<file path="config.mk">
export PLATFORM = sky130hd
export DESIGN_NAME = siso_tx_arbiter
export DESIGN_NICKNAME = d
export VERILOG_FILES = /design/src/rtl/siso_tx_arbiter_pkg.sv /design/src/rtl/siso_tx_arbiter_rr_arbiter.sv /design/src/rtl/siso_tx_arbiter.sv
export SDC_FILE = /design/constraint.sdc
export NUM_CORES = 1
export LEC_CHECK = 0
export BUFFER_PORTS_ARGS = -buffer_cell sky130_fd_sc_hd__buf_4
export CORE_MARGIN = 2
export CORE_UTILIZATION = 57
export DETAILED_ROUTE_END_ITERATION = 16
export PLACE_DENSITY = 0.86
export SLEW_MARGIN = 10
export SYNTH_ARGS = -nofsm -noshare
export SYNTH_HDL_FRONTEND = slang
export SYNTH_SLANG_ARGS = --single-unit
export TNS_END_PERCENT = 10
</file>
<file path="constraint.sdc">
create_clock -name clk -period 11.2 [get_ports clk]
set_clock_uncertainty 0.2 [all_clocks]
set_input_delay 0 -clock clk [delete_from_list [all_inputs] [get_ports clk]]
set_output_delay 0 -clock clk [all_outputs]
set_load 0.01 [all_outputs]
</file>
<file path="src/rtl/siso_tx_arbiter_pkg.sv">
// -----------------------------------------------------------------------------
// siso_tx_pkg
// Shared types and helpers for the siso_tx_arbiter slice.
//   tx_state_e : sequencer states (PARITY is only reachable when the
//                SISO_TX_ARBITER_PARITY_EN build option is defined)
//   calc_idw   : width of a requester ID field for a given requester count
// -----------------------------------------------------------------------------
package siso_tx_pkg;

  typedef enum logic [1:0] {
    IDLE   = 2'd0,
    SHIFT  = 2'd1,
    PARITY = 2'd2,
    DONE   = 2'd3
  } tx_state_e;

  // ID width for n requesters; never narrower than one bit.
  function automatic int calc_idw(input int n);
    int w;
    if (n <= 2) begin
      w = 1;
    end else begin
      w = $clog2(n);
    end
    return w;
  endfunction

endpackage

</file>
<file path="src/rtl/siso_tx_arbiter_rr_arbiter.sv">
// -----------------------------------------------------------------------------
// rr_arbiter
// Purely combinational round-robin pick. Searches upward from ptr_i+1 with
// wrap-around and grants the first asserted request.
//   req_i : request vector
//   ptr_i : ID of the most recent winner (search starts just above it)
//   en_i  : when low no grant is issued
//   gnt_o : one-hot grant (all zero when disabled or nothing requested)
//   id_o  : encoded ID of the granted requester (0 when no grant)
// -----------------------------------------------------------------------------
module rr_arbiter
  import siso_tx_pkg::*;
#(
  parameter  int NUM_REQ = 4,
  localparam int IDW     = calc_idw(NUM_REQ)
) (
  input  logic [NUM_REQ-1:0] req_i,
  input  logic [IDW-1:0]     ptr_i,
  input  logic               en_i,
  output logic [NUM_REQ-1:0] gnt_o,
  output logic [IDW-1:0]     id_o
);

  int   idx_s;
  logic found_s;

  // Rotating first-one search starting one position above the pointer.
  always_comb begin
    gnt_o   = '0;
    id_o    = '0;
    idx_s   = 0;
    found_s = 1'b0;
    if (en_i) begin
      for (int k = 1; k <= NUM_REQ; k++) begin
        idx_s = (int'(ptr_i) + k) % NUM_REQ;
        if (!found_s && req_i[idx_s]) begin
          found_s      = 1'b1;
          gnt_o[idx_s] = 1'b1;
          id_o         = IDW'(idx_s);
        end else begin
          found_s = found_s;
        end
      end
    end else begin
      gnt_o = '0;
    end
  end

endmodule

</file>
<file path="src/rtl/siso_tx_arbiter.sv">
// -----------------------------------------------------------------------------
// siso_tx_arbiter
// Shares one serial shift-out channel among NUM_REQ parallel requesters.
// A requester is chosen round-robin, its WIDTH-bit word captured, and the word
// shifted out MSB-first one bit per enabled cycle, followed by a one-cycle
// done pulse carrying the served requester's ID.
//
// Build option: SISO_TX_ARBITER_PARITY_EN -- when defined, one even-parity bit
// of the captured word is appended after the data bits (frame = WIDTH+1 bits).
//
// Ports:
//   clk         rising-edge clock
//   reset       asynchronous active-high reset
//   enable      shift-advance qualifier (low pauses shifting and arbitration)
//   req_valid   per-requester word valid
//   req_data    packed words, requester i at [i*WIDTH +: WIDTH]
//   req_ready   one-hot accept, only ever asserted in IDLE
//   ser_out     serial data bit
//   ser_valid   ser_out carries a frame bit this cycle
//   frame_start high with the first (MSB) bit of a frame
//   done        one-cycle pulse after the last frame bit
//   done_id     requester served, valid while done=1
//   grant_id    requester owning the current/last frame
//   busy        state is not IDLE
// -----------------------------------------------------------------------------
module siso_tx_arbiter
  import siso_tx_pkg::*;
#(
  parameter  int NUM_REQ = 4,
  parameter  int WIDTH   = 8,
  localparam int IDW     = calc_idw(NUM_REQ)
) (
  input  logic                     clk,
  input  logic                     reset,
  input  logic                     enable,
  input  logic [NUM_REQ-1:0]       req_valid,
  input  logic [NUM_REQ*WIDTH-1:0] req_data,
  output logic [NUM_REQ-1:0]       req_ready,
  output logic                     ser_out,
  output logic                     ser_valid,
  output logic                     frame_start,
  output logic                     done,
  output logic [IDW-1:0]           done_id,
  output logic [IDW-1:0]           grant_id,
  output logic                     busy
);

  localparam int             CW       = $clog2(WIDTH);
  localparam logic [CW-1:0]  LAST_BIT = CW'(WIDTH - 1);

  tx_state_e          state_q;
  logic [WIDTH-1:0]   shift_q;
  logic [CW-1:0]      cnt_q;
  logic [IDW-1:0]     ptr_q;
  logic [IDW-1:0]     grant_q;

  logic               arb_en_s;
  logic [NUM_REQ-1:0] arb_gnt_s;
  logic [IDW-1:0]     arb_id_s;
  logic               handshake_s;
  logic [WIDTH-1:0]   sel_word_s;

`ifdef SISO_TX_ARBITER_PARITY_EN
  logic               parity_q;

  // Even parity: XOR of all bits, so the frame carries an even count of ones.
  function automatic logic even_parity(input logic [WIDTH-1:0] w);
    return ^w;
  endfunction
`endif

  // Arbitration only in IDLE with enable high; reset also forces ready low
  // so every output reads 0 while reset is held.
  assign arb_en_s = enable && (state_q == IDLE) && !reset;

  rr_arbiter #(
    .NUM_REQ (NUM_REQ)
  ) u_rr_arbiter (
    .req_i (req_valid),
    .ptr_i (ptr_q),
    .en_i  (arb_en_s),
    .gnt_o (arb_gnt_s),
    .id_o  (arb_id_s)
  );

  assign req_ready   = arb_gnt_s;
  assign handshake_s = |(req_valid & arb_gnt_s);

  // Select the winner's word from the packed request bus.
  always_comb begin
    sel_word_s = '0;
    for (int i = 0; i < NUM_REQ; i++) begin
      if (arb_id_s == IDW'(i)) begin
        sel_word_s = req_data[i*WIDTH +: WIDTH];
      end else begin
        sel_word_s = sel_word_s;
      end
    end
  end

  // Sequencer: capture on handshake, shift on enable, pulse done, return.
  always_ff @(posedge clk or posedge reset) begin
    if (reset) begin
      state_q  <= IDLE;
      shift_q  <= '0;
      cnt_q    <= '0;
      ptr_q    <= IDW'(NUM_REQ - 1);
      grant_q  <= '0;
`ifdef SISO_TX_ARBITER_PARITY_EN
      parity_q <= 1'b0;
`endif
    end else begin
      case (state_q)
        IDLE: begin
          if (handshake_s) begin
            shift_q  <= sel_word_s;
            grant_q  <= arb_id_s;
            ptr_q    <= arb_id_s;
            cnt_q    <= '0;
`ifdef SISO_TX_ARBITER_PARITY_EN
            parity_q <= even_parity(sel_word_s);
`endif
            state_q  <= SHIFT;
          end else begin
            state_q  <= IDLE;
          end
        end
        SHIFT: begin
          if (enable) begin
            // Zero fill leaves the register clear once the frame is out,
            // so ser_out idles low.
            shift_q <= {shift_q[WIDTH-2:0], 1'b0};
            if (cnt_q == LAST_BIT) begin
              cnt_q   <= '0;
`ifdef SISO_TX_ARBITER_PARITY_EN
              state_q <= PARITY;
`else
              state_q <= DONE;
`endif
            end else begin
              cnt_q   <= cnt_q + CW'(1'b1);
            end
          end else begin
            state_q <= SHIFT;
          end
        end
`ifdef SISO_TX_ARBITER_PARITY_EN
        PARITY: begin
          if (enable) begin
            state_q <= DONE;
          end else begin
            state_q <= PARITY;
          end
        end
`endif
        DONE: begin
          state_q <= IDLE;
        end
        default: begin
          state_q <= IDLE;
        end
      endcase
    end
  end

  // Output decode from the state registers; enable only qualifies validity.
  always_comb begin
    ser_out     = shift_q[WIDTH-1];
    ser_valid   = 1'b0;
    frame_start = 1'b0;
    done        = 1'b0;
    done_id     = '0;
    case (state_q)
      SHIFT: begin
        ser_valid   = enable;
        frame_start = enable && (cnt_q == '0);
      end
`ifdef SISO_TX_ARBITER_PARITY_EN
      PARITY: begin
        ser_out   = parity_q;
        ser_valid = enable;
      end
`endif
      DONE: begin
        done    = 1'b1;
        done_id = grant_q;
      end
      default: begin
        ser_valid = 1'b0;
      end
    endcase
  end

  assign grant_id = grant_q;
  assign busy     = (state_q != IDLE);

endmodule

</file>
==> impl_metrics.json, run 1 <==
{
  "postSynthAreaPerCell_um2": 9.36,
  "port-buffer-count": 51,
  "crit_chain": "inv_2, ha_1, mux2_4, mux2i_4, nand2_1, a221oi_1, o22a_1, a31oi_4, nor2_8, mux2_4",
  "power.leakage_nw": 1.04,
  "start_kind": "register",
  "ioPinCount": 52,
  "ir_worst_vdd_mv": 0.142,
  "ant_nets": 0,
  "grt_usage_pct": 25.3,
  "r2r_end": "shift_q[1]$_DFFE_PP0P_",
  "reg2regPathDepth": 10,
  "cts_tree": "built",
  "fp.coreArea_um2": 3050,
  "die_w_um": 60.6,
  "drtIter0Drc": 85,
  "whs_ns": 0.00468,
  "ff2ff_setup_slack_ns": 7.31,
  "start_util_pct": 59.8,
  "layout-drive-gt1-share_pct": 36.5,
  "num_vias": 1646,
  "hp-class": "in -> reg",
  "timing.final.crit_share_pct": 34.8,
  "ctsResizeCount": 0,
  "place_congestion": 0.868,
  "startpoint": "ptr_q[0]$_DFFE_PP1P_",
  "clockRootBuffer": "clkbuf_4",
  "synthCells": 195,
  "power.density_nw_per_um2": 206,
  "multi_input_area_um2": 1300,
  "cp-end-kind": "register",
  "critPathMaxStageDelay_ns": 0.75,
  "worst_pin_slew_ns": 0.681,
  "finalHoldViolCount": 0,
  "cts.path.max_buffers": 2,
  "clkTransAtPathRegs_ns": 0.10,
  "nets": 292,
  "ys_types": 48,
  "fill_cells": 252,
  "crit_slowest_cell": "dfstp_2",
  "fin_crit_ns": 3.89,
  "regArea_um2": 428,
  "finalSetupTns_ns": 0,
  "htreeDepth": 1,
  "dr.pass1.iters": 4,
  "area_growth_pct": 23.2,
  "pre_cts_slack_ns": 7.35,
  "yosysWarnings": 0,
  "ys_ff_latch": 17,
  "clkLatencyLatePin_ns": 0.30,
  "worstPathArrival_ns": 3.89,
  "netlist_area_um2": 1830,
  "drt-total-wl_um": 4360,
  "grt_pass1_vias": 1424,
  "insertedDiodeCount": 0,
  "drv_cap": 0,
  "antenna_found_initial": 0,
  "required_ns": 11.20,
  "slew_violations": 0,
  "rsz0062_at_grt": "no",
  "fin_ws_ns": 7.31,
  "status": "completed",
  "fmax_ghz": 0.257,
  "dp_hpwl_um": 3180,
  "path_max_fanout": 15,
  "setup_violations": 0,
  "dieArea_um2": 3670,
  "overflow": 0,
  "yosysSeqAreaShare_pct": 23.4,
  "cts_buffers": 3,
  "worst-setup-path-type": "reg -> reg",
  "vias_per_cell": 5.78,
  "path_common_cell": "mux2_4",
  "crit_end": "shift_q[1]$_DFFE_PP0P_",
  "drc": 0,
  "syn_nets": 245,
  "rows": 20,
  "cts_sinks": 17,
  "grt_pass1_wl_um": 6980,
  "r2r_start": "ptr_q[0]$_DFFE_PP1P_",
  "slew_headroom_pct": 54.6,
  "die_height_um": 60.6,
  "grt_max_degree": 19,
  "post_drt_wl_per_cell_um": 15.3
}
==> metrics by stage <==
| step | instances | cell area, um^2 | utilization [%] | total power, mW |
|---|---|---|---|---|
| finish | 285 | 2250 | 73.7 | 0.463 |
| global route | 285 | 2250 | 73.7 | 0.500 |
| CTS | 285 | 2250 | 73.7 | 0.460 |
| detailed placement | 279 | 2200 | 72.2 | 0.423 |
| global placement | 279 | 2200 | 72.2 | 0.416 |
| floorplan | 195 | 1830 | - | 0.358 |
==> registers in the layout, indices dropped and copies added, names as in the netlist <==
register  count
shift_q       8
cnt_q         3
grant_id      2
ptr_q         2
state_q       2
==> Yosys cell counts (all sizes together) <==
library cell / count / area share, %
o32ai: 1 / 0.48
inv: 11 / 2.3
a211oi: 3 / 1.2
nor3b: 2 / 0.82
a311oi: 5 / 2.4
a21oi: 8 / 3.0
and2: 2 / 0.69
dfrtp: 15 / 21
nand2: 15 / 3.1
ha: 11 / 7.5
a31o: 2 / 0.96
a22o: 1 / 0.48
or2: 1 / 0.34
and3: 4 / 1.4
nand2b: 2 / 0.69
a31oi: 2 / 1.5
and3b: 2 / 0.96
nand3: 2 / 0.55
o21a: 2 / 0.82
nor2: 25 / 6.4
a221oi: 4 / 2.3
a22oi: 1 / 0.69
dfstp: 2 / 2.9
o21ai: 10 / 2.7
o211a: 1 / 0.55
o22a: 1 / 0.48
mux2: 21 / 15
buf: 10 / 3.1
nor2b: 1 / 0.34
mux4: 1 / 1.2
mux2i: 22 / 13
nor3: 1 / 0.27
a21o: 1 / 0.41
a311o: 1 / 0.55
o22ai: 1 / 0.34
clkbuf: 1 / 0.21
==> final cells by class <==
cell class,count,area share (%)
multi-input combinational,156,57.6
tap,44,2.45
sequential,17,19.0
inverter,11,1.84
timing repair buffer,53,17.9
clock buffer,4,1.17
==> timing repair <==
item | in CTS | in global routing
hold endpoints to repair | 16 | 0
hold buffers | 2 | 0
buffers inserted | 0 | 0
==> placed cells by master (no fill, tap or decap), drive strengths merged <==
cell type and count:
o21ai 10, dfstp 2, and3b 2, mux2 21, o21a 2, a221oi 4, and2 2, a31oi 2
a31o 2, a211oi 3, a311oi 5, and3 4, o22a 1, dfrtp 15, a22o 1, o32ai 1
nand3 2, a311o 1, inv 11, nand2b 2, a22oi 1, nor3 1, a21oi 8, o211a 1
or2 1, nor3b 2, nand2 15, buf 51, nor2 25, nor2b 1, mux2i 22, clkbuf 4
o22ai 1, dlygate4sd3 2, ha 11, a21o 1, mux4 1
==> where the power goes <==
part	internal, mW	switching [mW]	leakage, nW	total, mW
Sequential	0.0883	0.0279	0.207	0.116
Combinational	0.152	0.159	0.821	0.312
Clock	0.0139	0.0210	0.0150	0.0349
==> logic make-up after synthesis <==
family	synth area share, %
simple gates	15.6
buf+inv	5.55
fa+ha+maj	7.54
flops	23.4
mux	29.0
compound gates	18.9
==> worst min path at each step <==
| stage | startpoint | to | slack, ns | cells after the start |
|---|---|---|---|---|
| 4_1_cts | req_data[16] | shift_q[0]$_DFFE_PP0P_ | 0.005 | 4 |
| 3_5_place_dp | reset | grant_id[0]$_DFFE_PP0P_ | -0.05 | 2 |
| 3_3_place_gp | reset | grant_id[0]$_DFFE_PP0P_ | -0.07 | 2 |
| 6_report | req_data[16] | shift_q[0]$_DFFE_PP0P_ | 0.005 | 4 |
| 2_1_floorplan | reset | cnt_q[0]$_DFFE_PP0P_ | -0.27 | 1 |
| 5_1_grt | req_data[24] | shift_q[0]$_DFFE_PP0P_ | 0.04 | 4 |
==> per-layer routing <==
layer,routed length [um],global-route usage (%),up-vias
met2,1920,35.6,61
met3,311,4.26,2
li1,-,-,800
met1,2110,40.8,783
met5,0,0,-
met4,17,4.35,0
==> critical path, delay by kind of cell, from the launching register on <==
family          cells  cell delay [ns]
buf+inv             1             0.17
mux                 3             1.02
flops               1             0.75
compound gates      3             0.66
fa+ha+maj           1             0.56
simple gates        2             0.40
Note: power is estimated with default switching activity, not from simulation.
==> run 2: changes to the inputs <==
Settings changed: CORE_UTILIZATION 57 to 48, PLACE_DENSITY 0.86 to 0.78.
Clock period 11.2 ns to 3.5 ns, I/O delays scaled along.
==> impl_metrics.json, run 2 (synthesized netlist as in run 1, its figures left out) <==
{
  "r2r_end": "shift_q[1]$_DFFE_PP0P_",
  "reg2regPathDepth": 10,
  "nets": 302,
  "min_path_cells": 4,
  "r2r_start": "ptr_q[1]$_DFFE_PP1P_",
  "finalSetupTns_ns": 0,
  "power.density_nw_per_um2": 676,
  "path_common_cell": "mux2_4",
  "antenna_found_initial": 0,
  "worstHoldStart": "req_data[24]",
  "status": "completed",
  "cp-end-kind": "register",
  "cts_sinks": 17,
  "drv_cap": 0,
  "final_cell_area_um2": 2350,
  "place_congestion": 0.884,
  "cts.path.max_buffers": 2,
  "slew_violations": 0,
  "drtIter0Drc": 106,
  "fp.coreArea_um2": 3660,
  "critPathMaxStageDelay_ns": 0.54,
  "ff2ff_setup_slack_ns": 0.19,
  "regMostFlops": "shift_q",
  "largest_reg_flops": 8,
  "drt-total-wl_um": 4600,
  "worst_pin_slew_ns": 0.570,
  "insertedDiodeCount": 0,
  "path_depth": 10,
  "path_max_fanout": 11,
  "overflow": 0,
  "multi_input_area_um2": 1300,
  "rows": 22,
  "worst-setup-path-type": "reg -> reg",
  "crit_chain": "inv_1, ha_2, mux2_4, mux2i_4, nand2_1, a221oi_1, o22a_1, a31oi_4, nor2_8, mux2_4",
  "dp_hpwl_um": 3490,
  "crit_slowest_cell": "dfstp_2",
  "timing.final.crit_share_pct": 94.6,
  "final_common_cell": "buf_4",
  "ant_nets": 0,
  "grt_usage_pct": 22.5,
  "cts_setup_buffers": 0,
  "finalHoldViolCount": 0,
  "cts_buffers": 3,
  "num_vias": 1661,
  "ir_worst_vdd_mv": 0.465,
  "fmax_ghz": 0.302,
  "place_area_um2": 2280,
  "grt_max_degree": 19,
  "reg.largest.list": "shift_q (8), cnt_q (3)",
  "port-buffer-count": 51,
  "regArea_um2": 428,
  "required_ns": 3.44,
  "crit_buf_inv": 1,
  "htreeDepth": 1,
  "start_util_pct": 49.9,
  "dieArea_um2": 4310,
  "fill_cells": 314,
  "slew_headroom_pct": 62.0,
  "area_growth_pct": 28.8,
  "layout-drive-gt1-share_pct": 39.4,
  "setup_violations": 0,
  "vias_per_cell": 5.56,
  "die_height_um": 65.7,
  "die_w_um": 65.7,
  "dr.pass1.iters": 4,
  "power.leakage_nw": 1.10,
  "clkTransAtPathRegs_ns": 0.07,
  "layoutNonFillerInstCount": 299,
  "drc": 0,
  "layout_common_cells": "buf_4 (61), nor2_1 (23), mux2i_1 (21), nand2_1 (15), dfrtp_1 (15)",
  "post-route-util_pct": 64.2,
  "cts_tree": "built",
  "hp-class": "in -> reg",
  "fin_crit_ns": 3.31,
  "clkLatencyLatePin_ns": 0.26,
  "dp_cells": 293,
  "crit_family": "multiplexers",
  "start_kind": "register",
  "clockRootBuffer": "clkbuf_8",
  "ioPinCount": 52,
  "holdPathEnd": "shift_q[0]$_DFFE_PP0P_",
  "grt_pass1_wl_um": 7530,
  "worstPathArrival_ns": 3.25,
  "grt_pass1_vias": 1584,
  "rsz0062_at_grt": "no",
  "post_drt_wl_per_cell_um": 15.4
}
run 2: final cells by class:
cell class                 instances  area share [%]
timing repair buffer              63            20.3
tap                               48            2.55
sequential                        17            18.2
inverter                          11            1.76
clock buffer                       4            1.92
multi-input combinational        156            55.2
run 2: repair_timing:
item,CTS,global route
endpoints found under the hold margin,18,0
hold buffers,2,0
endpoints found under the setup margin,0,8
resized for setup,0,1
run 2: per-layer routing:
layer	part of all wire, %	vias to the layer above	GRT usage (%)
li1	-	818	-
met1	46	775	32.2
met2	47	62	35.7
met3	5.8	6	3.60
met4	1.3	0	4.69
met5	0	-	0
run 2: where the power goes:
group          total [mW]  internal [mW]  switching [mW]  leakage (nW)
Clock               0.150         0.0809          0.0694        0.0228
Sequential          0.340          0.282          0.0578         0.207
Combinational        1.10          0.532           0.567         0.868
run 2: through the flow:
stage,power [mW],hold WS [ns],setup WS (ns)
floorplan,1.15,-0.267,0.00723
global placement,1.40,-0.166,0.197
detailed placement,1.42,-0.159,0.156
CTS,1.58,0.0206,0.147
global route,1.71,0.0593,0.0574
finish,1.59,0.0198,0.188
run 2: worst register-to-register path: cells and delay by family (launching register included):
kind	cells	cell delay (ns)
DFF	1	0.54
muxes	3	0.97
and+or+nand+nor	2	0.37
AOI/OAI and AO/OA	3	0.60
buffers and inverters	1	0.06
adders and majority gates	1	0.45
run 2: worst max path at each step:
stage / startpoint / endpoint
after floorplan: ptr_q[0]$_DFFE_PP1P_ / shift_q[1]$_DFFE_PP0P_
after global placement: ptr_q[1]$_DFFE_PP1P_ / shift_q[1]$_DFFE_PP0P_
after detailed placement: ptr_q[1]$_DFFE_PP1P_ / shift_q[7]$_DFFE_PP0P_
after CTS: ptr_q[1]$_DFFE_PP1P_ / shift_q[1]$_DFFE_PP0P_
after global routing: ptr_q[1]$_DFFE_PP1P_ / shift_q[4]$_DFFE_PP0P_
final: ptr_q[1]$_DFFE_PP1P_ / shift_q[1]$_DFFE_PP0P_
==> run 3: changes to the inputs <==
Settings changed: CORE_UTILIZATION 48 to 57, MAX_ROUTING_LAYER from default to met4, PLACE_DENSITY 0.78 to 0.93.
Clock period 3.5 ns to 4 ns, I/O delays scaled along.
==> impl_metrics.json, run 3 (synthesized netlist as in run 1, its figures left out) <==
{
  "worstPathArrival_ns": 3.78,
  "ant_nets": 0,
  "status": "completed",
  "start_util_pct": 59.8,
  "drtIter0Drc": 112,
  "cts.path.max_buffers": 2,
  "cts_tree": "built",
  "r2r_start": "ptr_q[1]$_DFFE_PP1P_",
  "insertedDiodeCount": 0,
  "ff2ff_setup_slack_ns": 0.25,
  "finalSetupTns_ns": 0,
  "ioPinCount": 52,
  "overflow": 0,
  "die_height_um": 60.6,
  "dp_cells": 283,
  "slew_headroom_pct": 60.9,
  "ir_worst_vdd_mv": 0.365,
  "cts_sinks": 17,
  "vias_per_cell": 5.88,
  "whs_ns": 0.0614,
  "crit_chain": "inv_1, ha_2, inv_1, a211oi_1, o211a_1, a31o_2, a21o_1, mux2i_1, dlygate4sd3_1, mux2_2, mux2i_1",
  "critPathMaxStageDelay_ns": 0.56,
  "power.leakage_nw": 1.08,
  "fmax_ghz": 0.267,
  "area_growth_pct": 27.3,
  "required_ns": 4.03,
  "drt-total-wl_um": 4790,
  "nets": 300,
  "grt_max_degree": 19,
  "dieArea_um2": 3670,
  "finalHoldViolCount": 0,
  "rows": 20,
  "layout-drive-gt1-share_pct": 37.8,
  "place_congestion": 0.873,
  "clockRootBuffer": "clkbuf_4",
  "clkLatencyLatePin_ns": 0.30,
  "start_kind": "register",
  "die_w_um": 60.6,
  "cts_buffers": 3,
  "reg2regPathDepth": 11,
  "largest_reg_flops": 8,
  "cts_setup_buffers": 0,
  "pre_cts_slack_ns": 0.493,
  "fp.coreArea_um2": 3050,
  "r2r_end": "shift_q[0]$_DFFE_PP0P_",
  "port-buffer-count": 51,
  "num_vias": 1723,
  "fin_ws_ns": 0.253,
  "dr.pass1.iters": 5,
  "regMostFlops": "shift_q",
  "dp_hpwl_um": 3510,
  "htreeDepth": 1,
  "clkTransAtPathRegs_ns": 0.11,
  "final_cell_area_um2": 2320,
  "grt_pass1_vias": 1673,
  "layoutNonFillerInstCount": 293,
  "post_drt_wl_per_cell_um": 16.3,
  "reg.largest.list": "shift_q (8), cnt_q (3)",
  "worst-setup-path-type": "reg -> reg",
  "fin_crit_ns": 3.75,
  "crit_slowest_cell": "dlygate4sd3_1",
  "timing.final.crit_share_pct": 93.7,
  "setup_violations": 0,
  "path_max_fanout": 11,
  "drv_cap": 0,
  "drc": 0,
  "power.density_nw_per_um2": 573,
  "grt_pass1_wl_um": 7640,
  "final_common_cell": "buf_4",
  "worst_pin_slew_ns": 0.586,
  "grt_usage_pct": 28.9,
  "hp-class": "in -> async",
  "antenna_found_initial": 0,
  "layout_common_cells": "buf_4 (55), nor2_1 (23), mux2i_1 (21), nand2_1 (15), dfrtp_1 (15)",
  "slew_violations": 0,
  "rsz0062_at_grt": "no",
  "cp-end-kind": "register",
  "place_area_um2": 2230
}
## run 3: repair_timing
item / 4_1_cts / 5_1_grt
resized for setup: 0 / 1
endpoints found under the setup margin: 0 / 1
endpoints found under the hold margin: 19 / 0
hold buffers: 6 / 0
## run 3: worst max path at each step
stage / startpoint / end / depth (start not counted)
final: ptr_q[1]$_DFFE_PP1P_ / shift_q[0]$_DFFE_PP0P_ / 11
after global routing: ptr_q[1]$_DFFE_PP1P_ / shift_q[0]$_DFFE_PP0P_ / 11
after CTS: ptr_q[1]$_DFFE_PP1P_ / shift_q[0]$_DFFE_PP0P_ / 11
after detailed placement: ptr_q[1]$_DFFE_PP1P_ / shift_q[7]$_DFFE_PP0P_ / 10
after global placement: ptr_q[0]$_DFFE_PP1P_ / shift_q[7]$_DFFE_PP0P_ / 10
after floorplan: ptr_q[0]$_DFFE_PP1P_ / shift_q[1]$_DFFE_PP0P_ / 12
## run 3: layer usage
layer / share of wire [%] / routed length (um) / global-route usage (%)
met5: 0 / 0 / -
met4: 1.5 / 70 / 6.83
met3: 6.4 / 307 / 6.40
met2: 51 / 2420 / 45.8
met1: 42 / 1990 / 37.7
## run 3: power by group
group	leakage, nW	switching [mW]	internal [mW]
Combinational	0.856	0.496	0.446
Sequential	0.207	0.0507	0.246
Clock	0.0177	0.0544	0.0372
Total	1.08	0.601	0.730
## run 3: worst max-delay path: cells and delay by family (launching register included)
kind / cells / cell delay, ns
AOI/OAI and AO/OA: 4 / 1.11
adders and majority gates: 1 / 0.48
buffers and inverters: 3 / 0.80
DFF: 1 / 0.55
muxes: 3 / 0.54
## run 3: layout make-up
type	instances	area (um^2)
Multi-Input combinational cell	156	1300
Fill cell	230	729
Timing Repair Buffer	61	473
Sequential cell	17	428
Tap cell	44	55.1
Inverter	11	41.3
Clock buffer	3	22.5
Clock inverter	1	5.00
## run 3: through the flow
step	total power, mW	util (%)
after floorplan	1.00	-
after global placement	1.18	73.2
after detailed placement	1.21	73.2
after CTS	1.32	76.0
after global routing	1.43	76.1
final	1.33	76.1
